**config.mk**
```make
export PLATFORM = sky130hd
export DESIGN_NAME = srio_ireq_arbiter
export DESIGN_NICKNAME = d
export VERILOG_FILES = /design/src/rtl/srio_pkg.sv /design/src/rtl/srio_ireq_arbiter_rr_pick.sv /design/src/rtl/srio_ireq_arbiter.sv
export SDC_FILE = /design/constraint.sdc
export NUM_CORES = 1
export LEC_CHECK = 0
export BUFFER_PORTS_ARGS = -buffer_cell sky130_fd_sc_hd__buf_2
export CAP_MARGIN = 20
export CORE_AREA = 2 2 208 210
export CTS_CLUSTER_DIAMETER = 80
export DETAILED_ROUTE_END_ITERATION = 10
export DIE_AREA = 0 0 210 212
export HOLD_SLACK_MARGIN = 0.08
export PLACE_DENSITY_LB_ADDON = 0.15
export SYNTH_ARGS = -nofsm -noshare
export SYNTH_HDL_FRONTEND = slang
export SYNTH_HIERARCHICAL = 1
export SYNTH_SLANG_ARGS = --single-unit
```
**constraint.sdc**
```tcl
create_clock -name i_clk -period 2.3 [get_ports i_clk]
set_input_delay 0.46 -clock i_clk [delete_from_list [all_inputs] [get_ports i_clk]]
set_output_delay 0.46 -clock i_clk [all_outputs]
set_load 0.01 [all_outputs]
```
**src/rtl/srio_pkg.sv**
```systemverilog
// ----------------------------------------------------------------------------
// srio_pkg
// Shared definitions for the SRIO initiator-request path: arbiter state
// encoding, SRIO ftype codes and the default legal packet length in beats.
// No ports (package).
// ----------------------------------------------------------------------------
package srio_pkg;

   typedef enum logic [0:0] {
      ST_IDLE = 1'b0,
      ST_BUSY = 1'b1
   } arb_state_e;

   // Header beat plus 32 data beats.
   localparam int SRIO_MAX_BEATS = 33;

   localparam logic [3:0] FTYPE_NREAD    = 4'd2;
   localparam logic [3:0] FTYPE_NWRITE   = 4'd5;
   localparam logic [3:0] FTYPE_DOORBELL = 4'd10;
   localparam logic [3:0] FTYPE_MESSAGE  = 4'd11;

endpackage

```
**src/rtl/srio_ireq_arbiter_rr_pick.sv**
```systemverilog
// ----------------------------------------------------------------------------
// rr_pick
// Combinational round-robin selector: returns the first asserted request at
// or after ptr_i, wrapping past N_SRC-1 back to 0.
// Ports:
//   req_i  [N_SRC-1:0]  request vector
//   ptr_i  [PW-1:0]     highest-priority index
//   gnt_o  [N_SRC-1:0]  one-hot selection, zero when no request
// ----------------------------------------------------------------------------
module rr_pick #(
   parameter  int N_SRC = 4,
   localparam int PW    = (N_SRC > 1) ? $clog2(N_SRC) : 1
) (
   input  logic [N_SRC-1:0] req_i,
   input  logic [PW-1:0]    ptr_i,
   output logic [N_SRC-1:0] gnt_o
);

   logic found;

   // First pass covers indices ptr..N-1, second pass the wrapped 0..ptr-1.
   always_comb begin
      gnt_o = '0;
      found = 1'b0;
      for (int k = 0; k < N_SRC; k++) begin
         if (!found && req_i[k] && (k >= int'(ptr_i))) begin
            gnt_o[k] = 1'b1;
            found    = 1'b1;
         end
      end
      for (int k = 0; k < N_SRC; k++) begin
         if (!found && req_i[k]) begin
            gnt_o[k] = 1'b1;
            found    = 1'b1;
         end
      end
   end

endmodule

```
**src/rtl/srio_ireq_arbiter.sv**
```systemverilog
// ----------------------------------------------------------------------------
// srio_ireq_arbiter
// Packet-level round-robin arbiter merging N_SRC AXI-Stream requesters onto
// the SRIO core initiator request channel. The grant is held for a whole
// packet; one idle cycle separates packets for arbitration.
//
//   state   | meaning
//   --------+-----------------------------------------------------------
//   ST_IDLE | no owner, all treadys low, picking next requester
//   ST_BUSY | owner in o_grant, its stream forwarded until tlast accepted
//
// Ports:
//   i_clk, i_rst                 clock, async active-high reset
//   s_axis_req_*  [N_SRC lanes]  requester streams (packed, lane k at k*W)
//   m_axis_ireq_*                merged stream toward the SRIO core
//   o_grant                      one-hot current owner, zero when idle
//   o_busy                       packet in flight
//   o_len_err                    one-cycle pulse when MAX_BEATS reached w/o tlast
// ----------------------------------------------------------------------------
module srio_ireq_arbiter
   import srio_pkg::*;
#(
   parameter int N_SRC     = 4,
   parameter int MAX_BEATS = SRIO_MAX_BEATS
) (
   input  logic                  i_clk,
   input  logic                  i_rst,
   input  logic [N_SRC-1:0]      s_axis_req_tvalid,
   output logic [N_SRC-1:0]      s_axis_req_tready,
   input  logic [N_SRC-1:0]      s_axis_req_tlast,
   input  logic [64*N_SRC-1:0]   s_axis_req_tdata,
   input  logic [8*N_SRC-1:0]    s_axis_req_tkeep,
   input  logic [32*N_SRC-1:0]   s_axis_req_tuser,
   output logic                  m_axis_ireq_tvalid,
   input  logic                  m_axis_ireq_tready,
   output logic                  m_axis_ireq_tlast,
   output logic [63:0]           m_axis_ireq_tdata,
   output logic [7:0]            m_axis_ireq_tkeep,
   output logic [31:0]           m_axis_ireq_tuser,
   output logic [N_SRC-1:0]      o_grant,
   output logic                  o_busy,
   output logic                  o_len_err
);

   localparam int          PW        = (N_SRC > 1) ? $clog2(N_SRC) : 1;
   localparam logic [15:0] LEN_LIMIT = 16'(MAX_BEATS);

   arb_state_e       state_q;
   logic [N_SRC-1:0] grant_q;
   logic [PW-1:0]    gidx_q;
   logic [PW-1:0]    rr_ptr_q;
   logic [15:0]      beat_cnt_q;
   logic             len_err_q;

   logic [N_SRC-1:0] pick;
   logic [PW-1:0]    pick_idx;
   logic             busy;
   logic             hs;
   logic             sel_valid;
   logic             sel_last;
   logic [63:0]      sel_data;
   logic [7:0]       sel_keep;
   logic [31:0]      sel_user;

   rr_pick #(.N_SRC(N_SRC)) u_rr_pick (
      .req_i (s_axis_req_tvalid),
      .ptr_i (rr_ptr_q),
      .gnt_o (pick)
   );

   always_comb begin
      pick_idx = '0;
      for (int k = 0; k < N_SRC; k++) begin
         if (pick[k]) pick_idx = PW'(k);
      end
   end

   // grant_q is zero while idle, so the mux outputs zero fields then.
   always_comb begin
      sel_valid = 1'b0;
      sel_last  = 1'b0;
      sel_data  = '0;
      sel_keep  = '0;
      sel_user  = '0;
      for (int k = 0; k < N_SRC; k++) begin
         if (grant_q[k]) begin
            sel_valid = s_axis_req_tvalid[k];
            sel_last  = s_axis_req_tlast[k];
            sel_data  = s_axis_req_tdata[64*k +: 64];
            sel_keep  = s_axis_req_tkeep[8*k +: 8];
            sel_user  = s_axis_req_tuser[32*k +: 32];
         end
      end
   end

   assign busy               = (state_q == ST_BUSY);
   assign m_axis_ireq_tvalid = busy & sel_valid;
   assign m_axis_ireq_tlast  = sel_last;
   assign m_axis_ireq_tdata  = sel_data;
   assign m_axis_ireq_tkeep  = sel_keep;
   assign m_axis_ireq_tuser  = sel_user;
   assign s_axis_req_tready  = busy ? (grant_q & {N_SRC{m_axis_ireq_tready}}) : '0;
   assign hs                 = m_axis_ireq_tvalid & m_axis_ireq_tready;

   assign o_grant   = grant_q;
   assign o_busy    = busy;
   assign o_len_err = len_err_q;

   always_ff @(posedge i_clk or posedge i_rst) begin
      if (i_rst) begin
         state_q    <= ST_IDLE;
         grant_q    <= '0;
         gidx_q     <= '0;
         rr_ptr_q   <= '0;
         beat_cnt_q <= '0;
         len_err_q  <= 1'b0;
      end else begin
         len_err_q <= 1'b0;
         case (state_q)
            ST_IDLE: begin
               if (|s_axis_req_tvalid) begin
                  state_q    <= ST_BUSY;
                  grant_q    <= pick;
                  gidx_q     <= pick_idx;
                  beat_cnt_q <= '0;
               end
            end
            ST_BUSY: begin
               if (hs) begin
                  if (m_axis_ireq_tlast) begin
                     state_q    <= ST_IDLE;
                     grant_q    <= '0;
                     beat_cnt_q <= '0;
                     rr_ptr_q   <= (gidx_q == PW'(N_SRC - 1)) ? '0 : gidx_q + PW'(1);
                  end else begin
                     // Saturate so an endless packet cannot wrap and re-flag.
                     if (beat_cnt_q != 16'hFFFF) beat_cnt_q <= beat_cnt_q + 16'd1;
                     if (beat_cnt_q == LEN_LIMIT - 16'd1) len_err_q <= 1'b1;
                  end
               end
            end
            default: state_q <= ST_IDLE;
         endcase
      end
   end

endmodule

```
; ---- Word-level counts from Yosys, hierarchy flattened
; Cells that the tools add are included.
[op_classes]
bitwise_logic = 4
magnitude_cmp = 3
n_reduce_logical = 22
eq_ne = 7
addsub = 2
n_mux = 56
[ops]
columns = operator, count
row1 = $mux W64, 4
row2 = $mux W32, 4
row3 = $mux W16, 4
row4 = $mux W8, 4
row5 = $pmux W16 S2, 1
row6 = $mux W1, 30
row7 = $add A16 B1 Y16 const B, 1
row8 = $eq A16 B6 Y1 const B, 1
row9 = $mux W4, 4
row10 = $ne A16 B16 Y1 const B, 1
row11 = $logic_and A1 B1 Y1, 10
row12 = $reduce_and A3 Y1, 3
row13 = $pmux W4 S2, 1
row14 = $logic_not A1 Y1, 7
row15 = $mux W2, 3
row16 = $and A4 B4 Y4, 1
row17 = $ge A1 B2 Y1 const A, 2
row18 = $ne A2 B2 Y1 const B, 2
row19 = $reduce_or A4 Y1, 1
row20 = $ne A3 B2 Y1 const B, 1
row21 = $add A2 B1 Y2 const B, 1
row22 = $and A1 B1 Y1, 2
row23 = $eq A2 B2 Y1 const B, 1
row24 = $ge A2 B2 Y1 const A, 1
row25 = other kinds (4), 4
[totals]
elab_cells = 100
inputBits = 427
register_bits = 26
output_inout_bits = 116

; ---- Longest topological paths before layout
[logic_depth]
word_depth = 28
mapped_depth = 8
ltp_nobuf = 6

; ---- Modules after synthesis
; Netlist, hierarchy kept.
[by_module_without_submodules]
columns = mod, area_each_um2, instances, cells_each, seq_area_each_um2
row1 = srio_ireq_arbiter, 4470.5, 1, 775, 650.6
row2 = rr_pick, 107.6, 1, 16, 0.0

; ---- Worst setup path after synthesis
; No wires, ideal clock.
[synth_timing]
path_kind = register -> output
from = register grant_q[1] (netlist: o_grant[1])
to = output port m_axis_ireq_tdata[25]
n_path_buf = 3
arrival_time_ps = 1607
required_time_ps = 1840
path_slack_ps = 233
path_stages_with_launch = 8
path_cell_list = dfrtp_1 buf_2 buf_2 buf_1 a22oi_1 nor2_1 a21oi_1 o21ai_0
[synth_via]
elab_chain_len = 3
[synth_lines]
columns = element, line
row1 = "start, declared", srio_ireq_arbiter.sv:49  ; logic [N_SRC-1:0] grant_q;
row2 = "start signal, assigned", srio_ireq_arbiter.sv:123  ; grant_q <= pick;
row3 = $mux W64 (3 in series), srio_ireq_arbiter.sv:86  ; if (grant_q[k]) begin
row4 = "end, declared", srio_ireq_arbiter.sv:37  ; output logic [63:0] m_axis_ireq_tdata,
; No other way between the ends.

; ---- Worst setup path after layout
[layout_timing]
from = register grant_q[1] (netlist: o_grant[1])
to = output port m_axis_ireq_tdata[8]
; Same word-level chain as after synthesis.

==> flow_summary_export.csv <==
group,metric,value,unit
critical_path,crit_top_cell,"clkbuf_16",
global_routing,grt_pass1_wl,46300,µm
routing,via_per_inst,4.27,
power_and_ir_drop,peakVddDrop,580,µV
routing,wl_met1,13700,µm
sta,maxSlewHeadroom,0.698,
synth,yosys-top-cells-count,"a21oi_1 (125), nor2_1 (119), nand2_1 (115)",
synth,yosys.area_share.simple,0.278,
sta,clock.fmax,0.412,GHz
floorplanning,placementRows,76,
placement,place_ws,0.0923,ns
sta,hold_viol,0,
cts,root_buffer,"clkbuf_16",
synth,synth_async_sr_flop_share,1.00,
synth,syn_inst,791,
routing,drtAntennaViolNets,0,
synth,synth_compound_area_frac,0.479,
sta,setup_slack,-0.128,ns
global_routing,grt_pass1_vias,7428,
routing,top_layer_used,"met5",
min_path,hp-class,"in -> async",
placement,hpwl,26500,µm
cts,cts_tree,"done",
sta,min_period,2.43,ns
routing,wl_met2,17800,µm
synth,avgSynthCellArea,5.79,µm²
synth,synth_top_area_share,0.171,
routing,drc,0,
critical_path,critical_path.endpoint_type,"output port",
routing,drt_iter0_drc,462,
routing,drt_pre_antenna_iters,4,
floorplanning,start_util,0.108,
synth,netlist_area,4580,µm²
cells_and_area,layout.nets,1741,
cts,hold_buffers,0,
power_and_ir_drop,power.total,9.40,mW
synth,syn_nets,1221,
critical_path,crit_chain,"nor2b_4, buf_12, clkbuf_16, clkbuf_16, a22oi_2, nor2_1, a21oi_2, o21ai_1, buf_2",
synth,yosys.area_share.adder,0.00820,
global_routing,antenna_found_initial,12,
placement,routabilityCongestion,0.853,
routing,wl_met3,2300,µm
sta,finalMaxSlewViolations,0,
power_and_ir_drop,pwr_density_cell,1070,nW/µm²
synth,synth.top_cells.by_area,"a22oi_1 (17%), dfrtp_1 (14%), a21oi_1 (14%)",
floorplanning,die_w,210,µm
critical_path,rrSetupSlack,0.25,ns
critical_path,cp_slowest_cell,"dfrtp_4",
cells_and_area,area_growth,92.7,%
synth,synth_top_family_by_area,"compound AO/OA/AOI/OAI gates",
critical_path,start_kind,"register",
critical_path,crit_type,"reg -> out",
synth,yosysUniqueCellTypes,53,
floorplanning,io_pins,543,
cts,worstSkewPairLatency,0.27,ns
synth,synth_largest_area_cell,"a22oi_1",
cells_and_area,regArea,662,µm²
cells_and_area,fillers,4902,
sta,period_share,1.06,
placement,port_buffers,542,
floorplanning,core_area,42500,µm²
global_routing,grt_overflow_total,0,
cts,clkTransAtPathRegs,0.07,ns
cells_and_area,multi_input_area,3760,µm²
synth,synth_edf_count,0,
cells_and_area,layout-drive-gt1-share,0.507,
global_routing,grt_max_degree,83,
synth,yosys_warnings,6,
sta,worst_pin_slew,0.452,ns
floorplanning,die_h,212,µm
synth,yosysSeqAreaShare,0.142,
power_and_ir_drop,power.leakage,4.19,nW
cts,numCtsBuffers,3,
synth,synth_xor_area_frac,0,
critical_path,cp.arrival,1.97,ns
sta,worst_clock_skew,0.00325,ns
sta,finalSetupViolCount,73,
routing,vias,7950,
floorplanning,die_area,44500,µm²
synth,synth_most_common_cell,"a21oi_1",
cts,clockBufferDepth,2,
sta,rsz0062_at_grt,"true",
run,cap_violations,0,
run_status,violations,"negative setup slack",
routing,wirelength,34900,µm
synth,yosys-mux-area-fraction,0.00683,
critical_path,crit_required,1.84,ns
run_status,status,"finished with violations",
global_routing,grt_use_total,0.135,
synth,ys_seq_elements,26,
critical_path,cp_slowest_stage_delay,0.50,ns
synth,synth_ff_type,"dfrtp_1",
cts,htreeDepth,1,
routing,wl_per_cell,18.7,µm
cts,clock-sinks,26,
critical_path,cp_max_fo,7,
-- worst max-delay path, delay by kind of cell, from the launching register on --
kind / cells / cell delay (ns)
buffers and inverters: 4 / 0.63
AOI/OAI and AO/OA: 3 / 0.24
DFF: 1 / 0.50
and+or+nand+nor: 2 / 0.33
-- stage by stage --
step            util  TNS, ns  instance area (µm²)  hold WS [ns]  std cells
4_1_cts        0.197    -7.47                 8390         0.275       1845
3_3_place_gp   0.190        0                 8070         0.491       1835
3_5_place_dp   0.190        0                 8070         0.496       1835
5_1_grt        0.208   -15.31                 8820         0.297       1861
2_1_floorplan      -        0                 4580         0.462        791
6_report       0.208    -4.27                 8820         0.254       1862
-- cell type report --
type                    count  share of cell area
multi-input cells         670               0.426
repair buffers            593               0.400
well taps                 546              0.0774
flip-flops and latches     26              0.0750
clock buffers               3             0.00851
inverters                  17             0.00723
clock inverters             1             0.00340
diodes                      6             0.00170
-- cell families after synthesis --
group,Yosys count
flops,26
mux,3
buf+inv,95
simple gates,296
fa+ha+maj,3
compound gates,368
-- per-layer routing --
metal / up-vias / GRT usage
li1: 3910 / -
met1: 3600 / 0.162
met2: 388 / 0.247
met3: 50 / 0.0232
met4: 2 / 0.0389
met5: - / 0
-- state kept, by name, indices dropped and copies added (netlist names) --
register and count:
beat_cnt_q 16, o_busy 1, o_len_err 1, o_grant 4
gidx_q 2, rr_ptr_q 2
-- layout by cell type (no fill, tap or decap), drive strengths merged, types with 2 or more instances in the layout --
cell | Yosys | final
ha | 3 | 3
buf | 18 | 587
clkbuf | 60 | 9
o2bb2ai | 3 | 3
mux2i | 2 | 2
a211o | 2 | 2
nand3 | 15 | 15
and2 | 3 | 3
nand4 | 10 | 10
diode | 0 | 6
o21ai | 117 | 117
nor4 | 4 | 4
dfrtp | 26 | 26
nor2b | 4 | 4
a22o | 4 | 4
inv | 17 | 17
or3 | 8 | 8
nor2 | 119 | 119
or2 | 3 | 3
a21oi | 125 | 125
or4 | 2 | 2
nor3b | 2 | 2
a211oi | 2 | 2
nand2 | 115 | 115
a22oi | 104 | 104
a21o | 2 | 2
o22ai | 2 | 2
nor3 | 3 | 3
and3 | 6 | 6
-- power breakdown --
part           total, mW  switching, mW  leakage [nW]  internal (mW)
clock              0.532          0.184        0.0511          0.347
sequential         0.685          0.126         0.342          0.560
combinational       8.18           4.69          3.80           3.49
total               9.40           5.00          4.19           4.40
-- timing repair --
item,CTS,global route
setup buffers,2,3
resized for setup,30,122
gates cloned,4,8
pin swaps,0,38
endpoints found under the setup margin,62,105
-- worst paths after layout --
check	depth (start not counted)	startpoint	endpoint
max	9	o_grant[1]	m_axis_ireq_tdata[8]
max in group asynchronous	3	i_rst	o_grant[3]
min reg2reg	1	gidx_q[0]	rr_ptr_q[0]
min in group i_clk	1	gidx_q[0]	rr_ptr_q[0]
max reg2reg	5	beat_cnt_q[7]	beat_cnt_q[11]
min	3	i_rst	o_len_err
(Power assumes the default switching activity.)
